--- src/rtl/perf_counters_pkg.sv ---
// Shared definitions for the performance-counter peripheral: register offsets,
// the address field that carries them, and the command encoding.
package perf_counters_pkg;

  localparam int PERF_HIBIT = 6;
  localparam int PERF_LOBIT = 3;
  localparam int PERF_OFF_W = PERF_HIBIT - PERF_LOBIT + 1;

  typedef logic [PERF_OFF_W-1:0] perf_off_t;

  localparam perf_off_t OFF_CLEAR = 4'd0;
  localparam perf_off_t OFF_START = 4'd1;
  localparam perf_off_t OFF_STOP  = 4'd2;
  localparam perf_off_t OFF_CYCLE = 4'd3;
  localparam perf_off_t OFF_STALL = 4'd4;
  localparam perf_off_t OFF_IMISS = 4'd5;
  localparam perf_off_t OFF_DMISS = 4'd6;

  typedef enum logic [1:0] {
    CMD_CLEAR    = 2'd0,
    CMD_START    = 2'd1,
    CMD_STOP     = 2'd2,
    CMD_SNAPSHOT = 2'd3
  } cmd_op_e;

  // Register offsets live in address bits [PERF_HIBIT:PERF_LOBIT].
  function automatic logic [31:0] perf_addr(input logic [31:0] base, input perf_off_t off);
    logic [31:0] field;
    field = '0;
    field[PERF_HIBIT:PERF_LOBIT] = off;
    return base + field;
  endfunction

endpackage

--- src/rtl/perf_counters_reader.sv ---
// Bus master that issues clear/start/stop writes to the performance-counter
// peripheral and gathers the four counters into a snapshot on request.
//
// state    | meaning
// IDLE     | ready for a command
// REQ      | request on the bus, waiting for grant
// WAIT_RSP | snapshot read granted, waiting for matching response
// DONE     | snapshot published, returning to IDLE
module perf_counters_reader
  import perf_counters_pkg::*;
#(
  parameter logic [31:0] BASE_ADDR    = 32'h0000_0000,
  parameter int unsigned PER_ID_WIDTH = 17,
  parameter int unsigned MY_ID        = 0,
  parameter int unsigned TIMEOUT      = 64
) (
  input  logic                    clk_i,
  input  logic                    rst_ni,
  input  logic                    cmd_valid_i,
  input  logic [1:0]              cmd_op_i,
  output logic                    cmd_ready_o,
  output logic                    req_o,
  output logic [31:0]             add_o,
  output logic                    wen_o,
  output logic [31:0]             wdata_o,
  output logic [3:0]              be_o,
  output logic [PER_ID_WIDTH-1:0] id_o,
  input  logic                    gnt_i,
  input  logic                    r_valid_i,
  input  logic [31:0]             r_rdata_i,
  input  logic [PER_ID_WIDTH-1:0] r_id_i,
  output logic [31:0]             snap_cycle_o,
  output logic [31:0]             snap_stall_o,
  output logic [31:0]             snap_imiss_o,
  output logic [31:0]             snap_dmiss_o,
  output logic                    snap_valid_o,
  output logic                    err_o
);

  typedef enum logic [1:0] {IDLE, REQ, WAIT_RSP, DONE} state_e;

  localparam logic [PER_ID_WIDTH-1:0] OWN_ID   = PER_ID_WIDTH'(MY_ID);
  localparam logic [6:0]              TMO_LAST = 7'(TIMEOUT - 1);

  state_e            state_q, state_d;
  cmd_op_e           op_q, op_d;
  logic [1:0]        idx_q, idx_d;
  logic [6:0]        tmo_q, tmo_d;
  logic              req_q, req_d;
  logic              wen_q, wen_d;
  logic [31:0]       add_q, add_d;
  logic [3:0][31:0]  stage_q, stage_d;
  logic [3:0][31:0]  snap_q, snap_d;
  logic              snap_valid_q, snap_valid_d;
  logic              err_q, err_d;
  logic              rsp_hit;

  assign rsp_hit = r_valid_i && (r_id_i == OWN_ID);

  always_comb begin
    state_d      = state_q;
    op_d         = op_q;
    idx_d        = idx_q;
    tmo_d        = tmo_q;
    req_d        = req_q;
    wen_d        = wen_q;
    add_d        = add_q;
    stage_d      = stage_q;
    snap_d       = snap_q;
    snap_valid_d = 1'b0;
    err_d        = 1'b0;

    case (state_q)
      IDLE: begin
        if (cmd_valid_i) begin
          op_d    = cmd_op_e'(cmd_op_i);
          idx_d   = 2'd0;
          req_d   = 1'b1;
          state_d = REQ;
          if (cmd_op_i == CMD_SNAPSHOT) begin
            wen_d = 1'b1;
            add_d = perf_addr(BASE_ADDR, OFF_CYCLE);
          end else begin
            // Clear/start/stop offsets coincide with their op encodings.
            wen_d = 1'b0;
            add_d = perf_addr(BASE_ADDR, perf_off_t'(cmd_op_i));
          end
        end
      end
      REQ: begin
        if (gnt_i) begin
          req_d = 1'b0;
          if (op_q == CMD_SNAPSHOT) begin
            tmo_d   = 7'd0;
            state_d = WAIT_RSP;
          end else begin
            state_d = IDLE;
          end
        end
      end
      WAIT_RSP: begin
        if (rsp_hit) begin
          stage_d[idx_q] = r_rdata_i;
          if (idx_q != 2'd3) begin
            idx_d   = idx_q + 2'd1;
            req_d   = 1'b1;
            add_d   = perf_addr(BASE_ADDR, OFF_CYCLE + {2'b00, idx_q + 2'd1});
            state_d = REQ;
          end else begin
            // Publish together with the pulse so the outputs are valid in DONE.
            snap_d       = stage_d;
            snap_valid_d = 1'b1;
            state_d      = DONE;
          end
        end else if (tmo_q == TMO_LAST) begin
          err_d   = 1'b1;
          idx_d   = 2'd0;
          state_d = IDLE;
        end else begin
          tmo_d = tmo_q + 7'd1;
        end
      end
      DONE: begin
        idx_d   = 2'd0;
        state_d = IDLE;
      end
      default: state_d = IDLE;
    endcase
  end

  always_ff @(posedge clk_i or negedge rst_ni) begin
    if (!rst_ni) begin
      state_q      <= IDLE;
      op_q         <= CMD_CLEAR;
      idx_q        <= 2'd0;
      tmo_q        <= 7'd0;
      req_q        <= 1'b0;
      wen_q        <= 1'b1;
      add_q        <= BASE_ADDR;
      stage_q      <= '0;
      snap_q       <= '0;
      snap_valid_q <= 1'b0;
      err_q        <= 1'b0;
    end else begin
      state_q      <= state_d;
      op_q         <= op_d;
      idx_q        <= idx_d;
      tmo_q        <= tmo_d;
      req_q        <= req_d;
      wen_q        <= wen_d;
      add_q        <= add_d;
      stage_q      <= stage_d;
      snap_q       <= snap_d;
      snap_valid_q <= snap_valid_d;
      err_q        <= err_d;
    end
  end

  assign cmd_ready_o  = (state_q == IDLE);
  assign req_o        = req_q;
  assign add_o        = add_q;
  assign wen_o        = wen_q;
  assign wdata_o      = 32'h0;
  assign be_o         = 4'hF;
  assign id_o         = OWN_ID;
  assign snap_cycle_o = snap_q[0];
  assign snap_stall_o = snap_q[1];
  assign snap_imiss_o = snap_q[2];
  assign snap_dmiss_o = snap_q[3];
  assign snap_valid_o = snap_valid_q;
  assign err_o        = err_q;

endmodule

--- config.mk ---
export PLATFORM = sky130hd
export DESIGN_NAME = perf_counters_reader
export DESIGN_NICKNAME = d
export VERILOG_FILES = /design/src/rtl/perf_counters_pkg.sv /design/src/rtl/perf_counters_reader.sv
export SDC_FILE = /design/constraint.sdc
export NUM_CORES = 1
export LEC_CHECK = 0
export CAP_MARGIN = 20
export CORE_ASPECT_RATIO = 1.1
export CORE_UTILIZATION = 45
export DETAILED_ROUTE_END_ITERATION = 12
export PLACE_DENSITY = 0.74
export SYNTH_ARGS = -nofsm -noshare
export SYNTH_HDL_FRONTEND = slang
export SYNTH_SLANG_ARGS = --single-unit
--- constraint.sdc ---
create_clock -name clk_i -period 1.95 [get_ports clk_i]
set_input_delay 0.39 -clock clk_i [delete_from_list [all_inputs] [get_ports clk_i]]
set_output_delay 0.39 -clock clk_i [all_outputs]
set_load 0.1 [all_outputs]
==> results.yml, run 1 <==
run_status:
  status: "finished, violations left"
  violations: "DRC"
floorplanning:
  ioPinCount: 274
  die_w_microns: 152
  die_h_microns: 167
  dieArea_sq_mm: 0.0254
  start_util: 0.457
  fp-row-count: 60
  coreArea_sq_mm: 0.0244
global_routing:
  grt_max_degree: 53
  overflow: 0
  grt_pass1_wl_microns: 38700
  antenna_found_initial: 0
  first_global_vias: 6988
  grt_usage: 0.189
layout:
  final_common_cell: "mux2_2"
  fin_util: 0.596
  antenna_cells: 0
  syn2layout_area_growth_pct: 30.5
  nets: 1083
  fillers: 1932
  fin_area_sq_mm: 0.0146
  mostFrequentLayoutCells: "mux2_2 (277), dfrtp_1 (243), buf_4 (161), conb_1 (82), mux2_1 (48)"
  drive_above_1_share: 0.514
critical_path:
  reg2reg_depth: 5
  critical_path.max_stage_delay_ns: 0.41
  cp_slowest_cell: "dfrtp_1"
  endpoint_kind: "register"
  worstPathCellList: "inv_1 > ha_2 > buf_12 > mux2_2 > mux2_1"
  path_class: "reg -> reg"
  critPathArrivalTime_ns: 2.30
  critPathRequiredTime_ns: 2.34
  cp_max_fo: 13
  rrSetupSlack_ns: 0.05
  startpoint_type: "register"
synth:
  syn_area_sq_mm: 0.0112
  synthDistinctLibCells: 44
  synth_ff_type: "dfrtp_1"
  ys_seq_area_frac: 0.548
  yosys_warnings: 0
  ys_ff_latch: 244
  async_flop_share: 1.00
  syn_avg_cell_area_sq_um: 14.4
  synth-edff-count: 0
  synth_cells: 776
timing:
  whs_ns: 0.358
  hold_violations: 0
  period_share: 0.976
  layout_min_cycle_time_ns: 1.90
  final-setup-viol-count: 0
  slew_viol_final: 0
  fin_tns_setup_ns: 0
  fin_skew_ns: 0.0104
  fmax_ghz: 0.526
  rsz0062_at_grt: "true"
clock_network:
  ctsLongestPathBuffers: 3
  clk_pin_slew_ns: 0.06
  htreeDepth: 1
  cts_made_buffers: 25
  cts_tree: "done"
  worstSkewPairLatency_ns: 0.51
  clockRootBuffer: "clkbuf_16"
  cts_sinks: 244
worst_hold_path:
  worstHoldPathType: "in -> async"
placement:
  postPlaceCellArea_sq_mm: 0.0134
  place.gp.congestion: 0.785
  hpwlAfterDp_microns: 16000
  io_buffers: 191
drt:
  num_vias: 6751
  routedWlPerCell_microns: 18.0
  drt-total-wl_microns: 24300
  drt_iter0_drc: 347
  postRouteAntennaNets: 0
  vias_per_cell: 5.00
  drc: 52
  first_pass_iters: 9
power_and_ir_drop:
  irDropWorstVdd_v: 0.000765
  p_comb_frac: 0.170
  sequentialPowerShare: 0.428
  leakage_nw: 7.65
  clkPwrFrac: 0.402
  power-per-cell-area_mw_per_mm2: 844
  intPower_w: 0.00872
  p_switching_w: 0.00356
  netSwitchingFraction: 0.290
job:
  drv_cap: 0
==> cell usage after synthesis, drive strengths merged, types with 3 or more instances <==
cell type  instances  area, sq um
a221o              4         40.0
mux2             325         3660
nand2             16         60.1
and3               3         18.8
nor2               5         18.8
nand3              5         25.0
inv                3         11.3
o21ai              6         30.0
dfrtp            243         6080
nor4               3         25.0
nor3               6         35.0
clkbuf            13         48.8
ha                 5         62.6
buf              107          785
==> critical path, delay by kind of cell (launching register included) <==
kind,cells,cell delay [ns]
adders and majority gates,1,0.34
buffers and inverters,2,0.37
muxes,2,0.66
DFF,1,0.41
==> power by group through the flow <==
| stage | Sequential [W] | Combinational, W | Clock [W] |
|---|---|---|---|
| after detailed placement | 0.00536 | 0.00208 | 0 |
| after global placement | 0.00535 | 0.00207 | 0 |
| final | 0.00526 | 0.00209 | 0.00494 |
| after global routing | 0.00527 | 0.00219 | 0.00525 |
| after CTS | 0.00526 | 0.00209 | 0.00505 |
| after floorplan | 0.00562 | 0.00126 | 0 |
==> layout make-up <==
cell class	instances	area, sq um	area share
sequential	244	6110	0.420
multi-input combinational	489	4590	0.316
timing repair buffer	259	2610	0.180
clock buffer	38	734	0.0505
tap	310	388	0.0267
clock inverter	6	108	0.00739
inverter	3	11.3	0.000774
==> cell families (layout without fill, tap and decap cells) <==
logic type | count (synthesis) | after routing | share of synthesized area
compound gates | 25 | 25 | 0.0167
simple gates | 51 | 51 | 0.0247
buf+inv | 123 | 306 | 0.0757
flops | 244 | 244 | 0.548
mux | 325 | 325 | 0.328
other cells | 2 | 82 | 0.000673
fa+ha+maj | 5 | 5 | 0.00561
xor+xnor | 1 | 1 | 0.000786
==> routing by layer <==
| metal | vias up | GRT usage | wire (microns) |
|---|---|---|---|
| li1 | 3091 | - | - |
| met1 | 3422 | 0.252 | 10800 |
| met5 | - | 0 | 0 |
| met3 | 38 | 0.0391 | 1340 |
| met2 | 200 | 0.314 | 11600 |
| met4 | 0 | 0.0559 | 511 |
==> through the flow <==
stage	instances	worst slack, ns	total power, W
after floorplan	856	-0.0541	0.00688
after global placement	1292	-0.643	0.00741
after detailed placement	1292	-0.672	0.00743
after CTS	1337	-0.00534	0.0124
after global routing	1349	-0.0406	0.0127
final	1349	0.0476	0.0123
==> state kept, by name, indices dropped and copies added (netlist names), 3 cells and up <==
name and flops:
stage_q 96, snap_cycle_o 32, snap_dmiss_o 32, snap_imiss_o 32, snap_stall_o 32, tmo_q 7
add_o 3
==> worst paths after layout <==
path | from | to
max in group asynchronous | rst_ni | wen_o$_DFFE_PN1P_
setup reg to reg | idx_q[0]$_DFFE_PN0P_ | snap_cycle_o[5]$_DFFE_PN0P_
min in group clk_i | cmd_op_i[1] | wen_o$_DFFE_PN1P_
hold reg to reg | snap_stall_o[28]$_DFFE_PN0P_ | snap_stall_o[28]$_DFFE_PN0P_
setup / recovery | idx_q[0]$_DFFE_PN0P_ | snap_cycle_o[5]$_DFFE_PN0P_
hold / removal | rst_ni | snap_dmiss_o[29]$_DFFE_PN0P_
==> repair_timing <==
item                                    in CTS  in global routing
hold endpoints to repair                    35                  0
gates resized for setup                      5                 24
pin swaps                                    1                  6
hold buffers                                 1                  0
setup buffers                                0                  3
endpoints found under the setup margin     226                137
cloned                                       0                  9
Note: power is estimated with default switching activity, not from simulation.
==> run 2: changes to the inputs <==
--- a/config.mk
+++ b/config.mk
@@ -5,11 +5,12 @@
 export SDC_FILE = /design/constraint.sdc
 export NUM_CORES = 1
 export LEC_CHECK = 0
+export ABC_AREA = 1
 export CAP_MARGIN = 20
 export CORE_ASPECT_RATIO = 1.1
-export CORE_UTILIZATION = 45
+export CORE_UTILIZATION = 49
 export DETAILED_ROUTE_END_ITERATION = 12
-export PLACE_DENSITY = 0.74
+export PLACE_DENSITY = 0.77
 export SYNTH_ARGS = -nofsm -noshare
 export SYNTH_HDL_FRONTEND = slang
 export SYNTH_SLANG_ARGS = --single-unit
==> constraint.sdc (replaced) <==
create_clock -name clk_i -period 2.18 [get_ports clk_i]
set_input_delay 0.436 -clock clk_i [delete_from_list [all_inputs] [get_ports clk_i]]
set_output_delay 0.436 -clock clk_i [all_outputs]
set_load 0.1 [all_outputs]
==> run 2 against run 1 <==
  * The run now ends clean
  * Power shrank 12%
  * Wire length grew 12%
  * Sequential power shrank 11%
  * Global-route usage grew 5.4 points
  * Worst setup slack gained 0.28 ns
  * Synthesized cell count grew 63%
  * Highest routed layer unchanged
==> results.yml, run 2 <==
run_status:
  status: "finished clean"
floorplanning:
  coreArea_sq_mm: 0.0215
  die_w_microns: 144
  ioPinCount: 274
  fp-row-count: 56
  dieArea_sq_mm: 0.0227
  die_h_microns: 158
  start_util: 0.504
critical_path:
  endpoint_kind: "output port"
  startpoint_type: "register"
  cp_slowest_cell: "dfrtp_1"
  path_class: "reg -> out"
  cp_max_fo: 6
  critPathRequiredTime_ns: 1.74
  crit_buf_inv: 1
  cp_top_family: "flip-flops"
  rrSetupSlack_ns: 0.35
  critPathArrivalTime_ns: 1.42
  critical_path.max_stage_delay_ns: 0.44
  worstPathCellList: "nor2_2 > buf_12"
timing:
  fin_tns_setup_ns: 0
  slew_viol_final: 0
  hold_violations: 0
  layout_min_cycle_time_ns: 1.85
  rsz0062_at_grt: "false"
  period_share: 0.850
  slew_headroom: 0.610
  fin_skew_ns: 0.0110
  max_slew.worst_pin.slew_ns: 0.584
  fmax_ghz: 0.540
  final-setup-viol-count: 0
layout:
  fillers: 1798
  regMostFlops: "stage_q"
  nets: 1500
  regArea_sq_mm: 0.00611
  drive_above_1_share: 0.153
  antenna_cells: 0
  multi_input_area_sq_mm: 0.00377
  fin_util: 0.626
  fin_cells: 1748
  final_common_cell: "nand2_1"
  mostFrequentLayoutCells: "nand2_1 (309), dfrtp_1 (243), o21ai_0 (213), buf_4 (150), nor2_1 (129)"
  syn2layout_area_growth_pct: 24.1
  largest_register_ffs: 96
synth:
  synth_top_area_share: 0.561
  synth_ff_type: "dfrtp_1"
  synth.most_common_cell: "nand2_1"
  synth-edff-count: 0
  synthAdderAreaFrac: 0.00577
  yosys.area_share.simple: 0.165
  synth_area_leader_cell: "dfrtp_1"
  async_flop_share: 1.00
  synth_top_family_by_area: "simple AND/OR/NAND/NOR gates"
  ys_seq_area_frac: 0.563
  yosys-top-cells-area: "dfrtp_1 (56%), nand2_1 (11%), o21ai_0 (9.8%)"
  synth_compound_area_frac: 0.144
  syn_avg_cell_area_sq_um: 8.59
  yosys_warnings: 0
  ys_ff_latch: 244
  syn_area_sq_mm: 0.0108
  synth_xor_area_frac: 0
  synthTopCellsByCount: "nand2_1 (309), dfrtp_1 (243), o21ai_0 (213)"
  synth_cells: 1263
  synthDistinctLibCells: 26
  muxShareOfSynthArea: 0.00185
clock_network:
  ctsLongestPathBuffers: 3
  clk_pin_slew_ns: 0.06
  cts_made_buffers: 25
  cts_sinks: 244
  clockRootBuffer: "clkbuf_16"
  worstSkewPairLatency_ns: 0.52
  cts_tree: "done"
  htreeDepth: 1
drt:
  first_pass_iters: 5
  drt_iter0_drc: 734
  vias_per_cell: 4.92
  drt-total-wl_microns: 27300
  num_vias: 8604
  postRouteAntennaNets: 0
  drc: 0
  routedWlPerCell_microns: 15.6
global_routing:
  overflow: 0
  grt_usage: 0.243
  grt_pass1_wl_microns: 42200
  first_global_vias: 7888
  antenna_found_initial: 0
  grt_max_degree: 84
placement:
  dp.cells: 1701
  io_buffers: 191
  hpwlAfterDp_microns: 19100
  place.gp.congestion: 0.844
power_and_ir_drop:
  irDropWorstVdd_v: 0.000504
  power-per-cell-area_mw_per_mm2: 805
  leakage_nw: 6.70
job:
  drv_cap: 0
worst_hold_path:
  worstHoldPathType: "in -> async"
==> run 2: changes by cell type after synthesis, moves of 44 or more <==
| cell | change |
|---|---|
| nand2_1 | +293 |
| nor2_1 | +125 |
| inv_1 | +78 |
| a21oi_1 | +50 |
| mux2_1 | -48 |
| o21ai_1 | +44 |
| mux2_2 | -277 |
| o21ai_0 | +207 |
==> run 2: through the flow <==
stage               power (W)  hold WS (ns)  area (sq um)  setup slack (ns)
finish                 0.0108         0.440         13500             0.327
global route           0.0112         0.467         13500             0.160
CTS                    0.0109         0.464         13500             0.317
detailed placement    0.00653         0.421         12600          -0.00536
global placement      0.00652         0.416         12600            0.0247
floorplan             0.00616         0.140         11100             0.117
==> run 2: worst reg2reg max path, cell delays in order, from the launching register on <==
cell	delay, ns
dfrtp_1	0.45
inv_1	0.15
ha_2	0.24
inv_1	0.44
nand2_1	0.12
o21ai_0	0.11
inv_1	0.09
o21ai_0	0.16
==> run 2: worst paths after layout <==
kind	to	cells after the start	from
max reg2reg	stage_q[75]$_DFFE_PN0P_	7	idx_q[0]$_DFFE_PN0P_
min in group clk_i	stage_q[3]$_DFFE_PN0P_	2	stage_q[3]$_DFFE_PN0P_
max in group asynchronous	stage_q[38]$_DFFE_PN0P_	3	rst_ni
min	snap_cycle_o[15]$_DFFE_PN0P_	2	rst_ni
max	cmd_ready_o	2	state_q[0]$_DFFE_PN0P_
min reg2reg	stage_q[3]$_DFFE_PN0P_	2	stage_q[3]$_DFFE_PN0P_
==> run 2: what timing repair did <==
action,CTS,global route
resized for setup,0,0
endpoints found under the hold margin,52,0
hold buffers,1,0
setup buffers,0,0
==> run 2: per-layer routing <==
layer	global-route usage	up-vias	part of all wire
met5	0	-	0
met4	0.0724	0	0.023
met3	0.0481	45	0.068
met2	0.391	281	0.47
met1	0.333	4061	0.43
li1	-	4217	-
==> run 2: logic make-up (layout without fill, tap and decap cells) <==
family,count (synthesis),count (layout)
AND/OR/NAND/NOR,461,461
AO/OA/AOI/OAI,311,311
flip-flops,244,244
buffers and inverters,238,353
adder cells (fa/ha/maj),5,5
other,2,82
multiplexers,2,2
==> run 2: power by group <==
group,total (W),internal [W],switching (W)
Sequential,0.00468,0.00462,0.0000646
Clock,0.00438,0.00263,0.00175
Combinational,0.00177,0.000335,0.00143
Total,0.0108,0.00758,0.00324
==> run 2: layout make-up <==
| type | count | area share |
|---|---|---|
| tap | 290 | 0.0270 |
| clock buffer | 40 | 0.0566 |
| clock inverter | 6 | 0.00642 |
| sequential | 244 | 0.454 |
| timing repair buffer | 224 | 0.153 |
| multi-input combinational | 861 | 0.280 |
| inverter | 83 | 0.0232 |
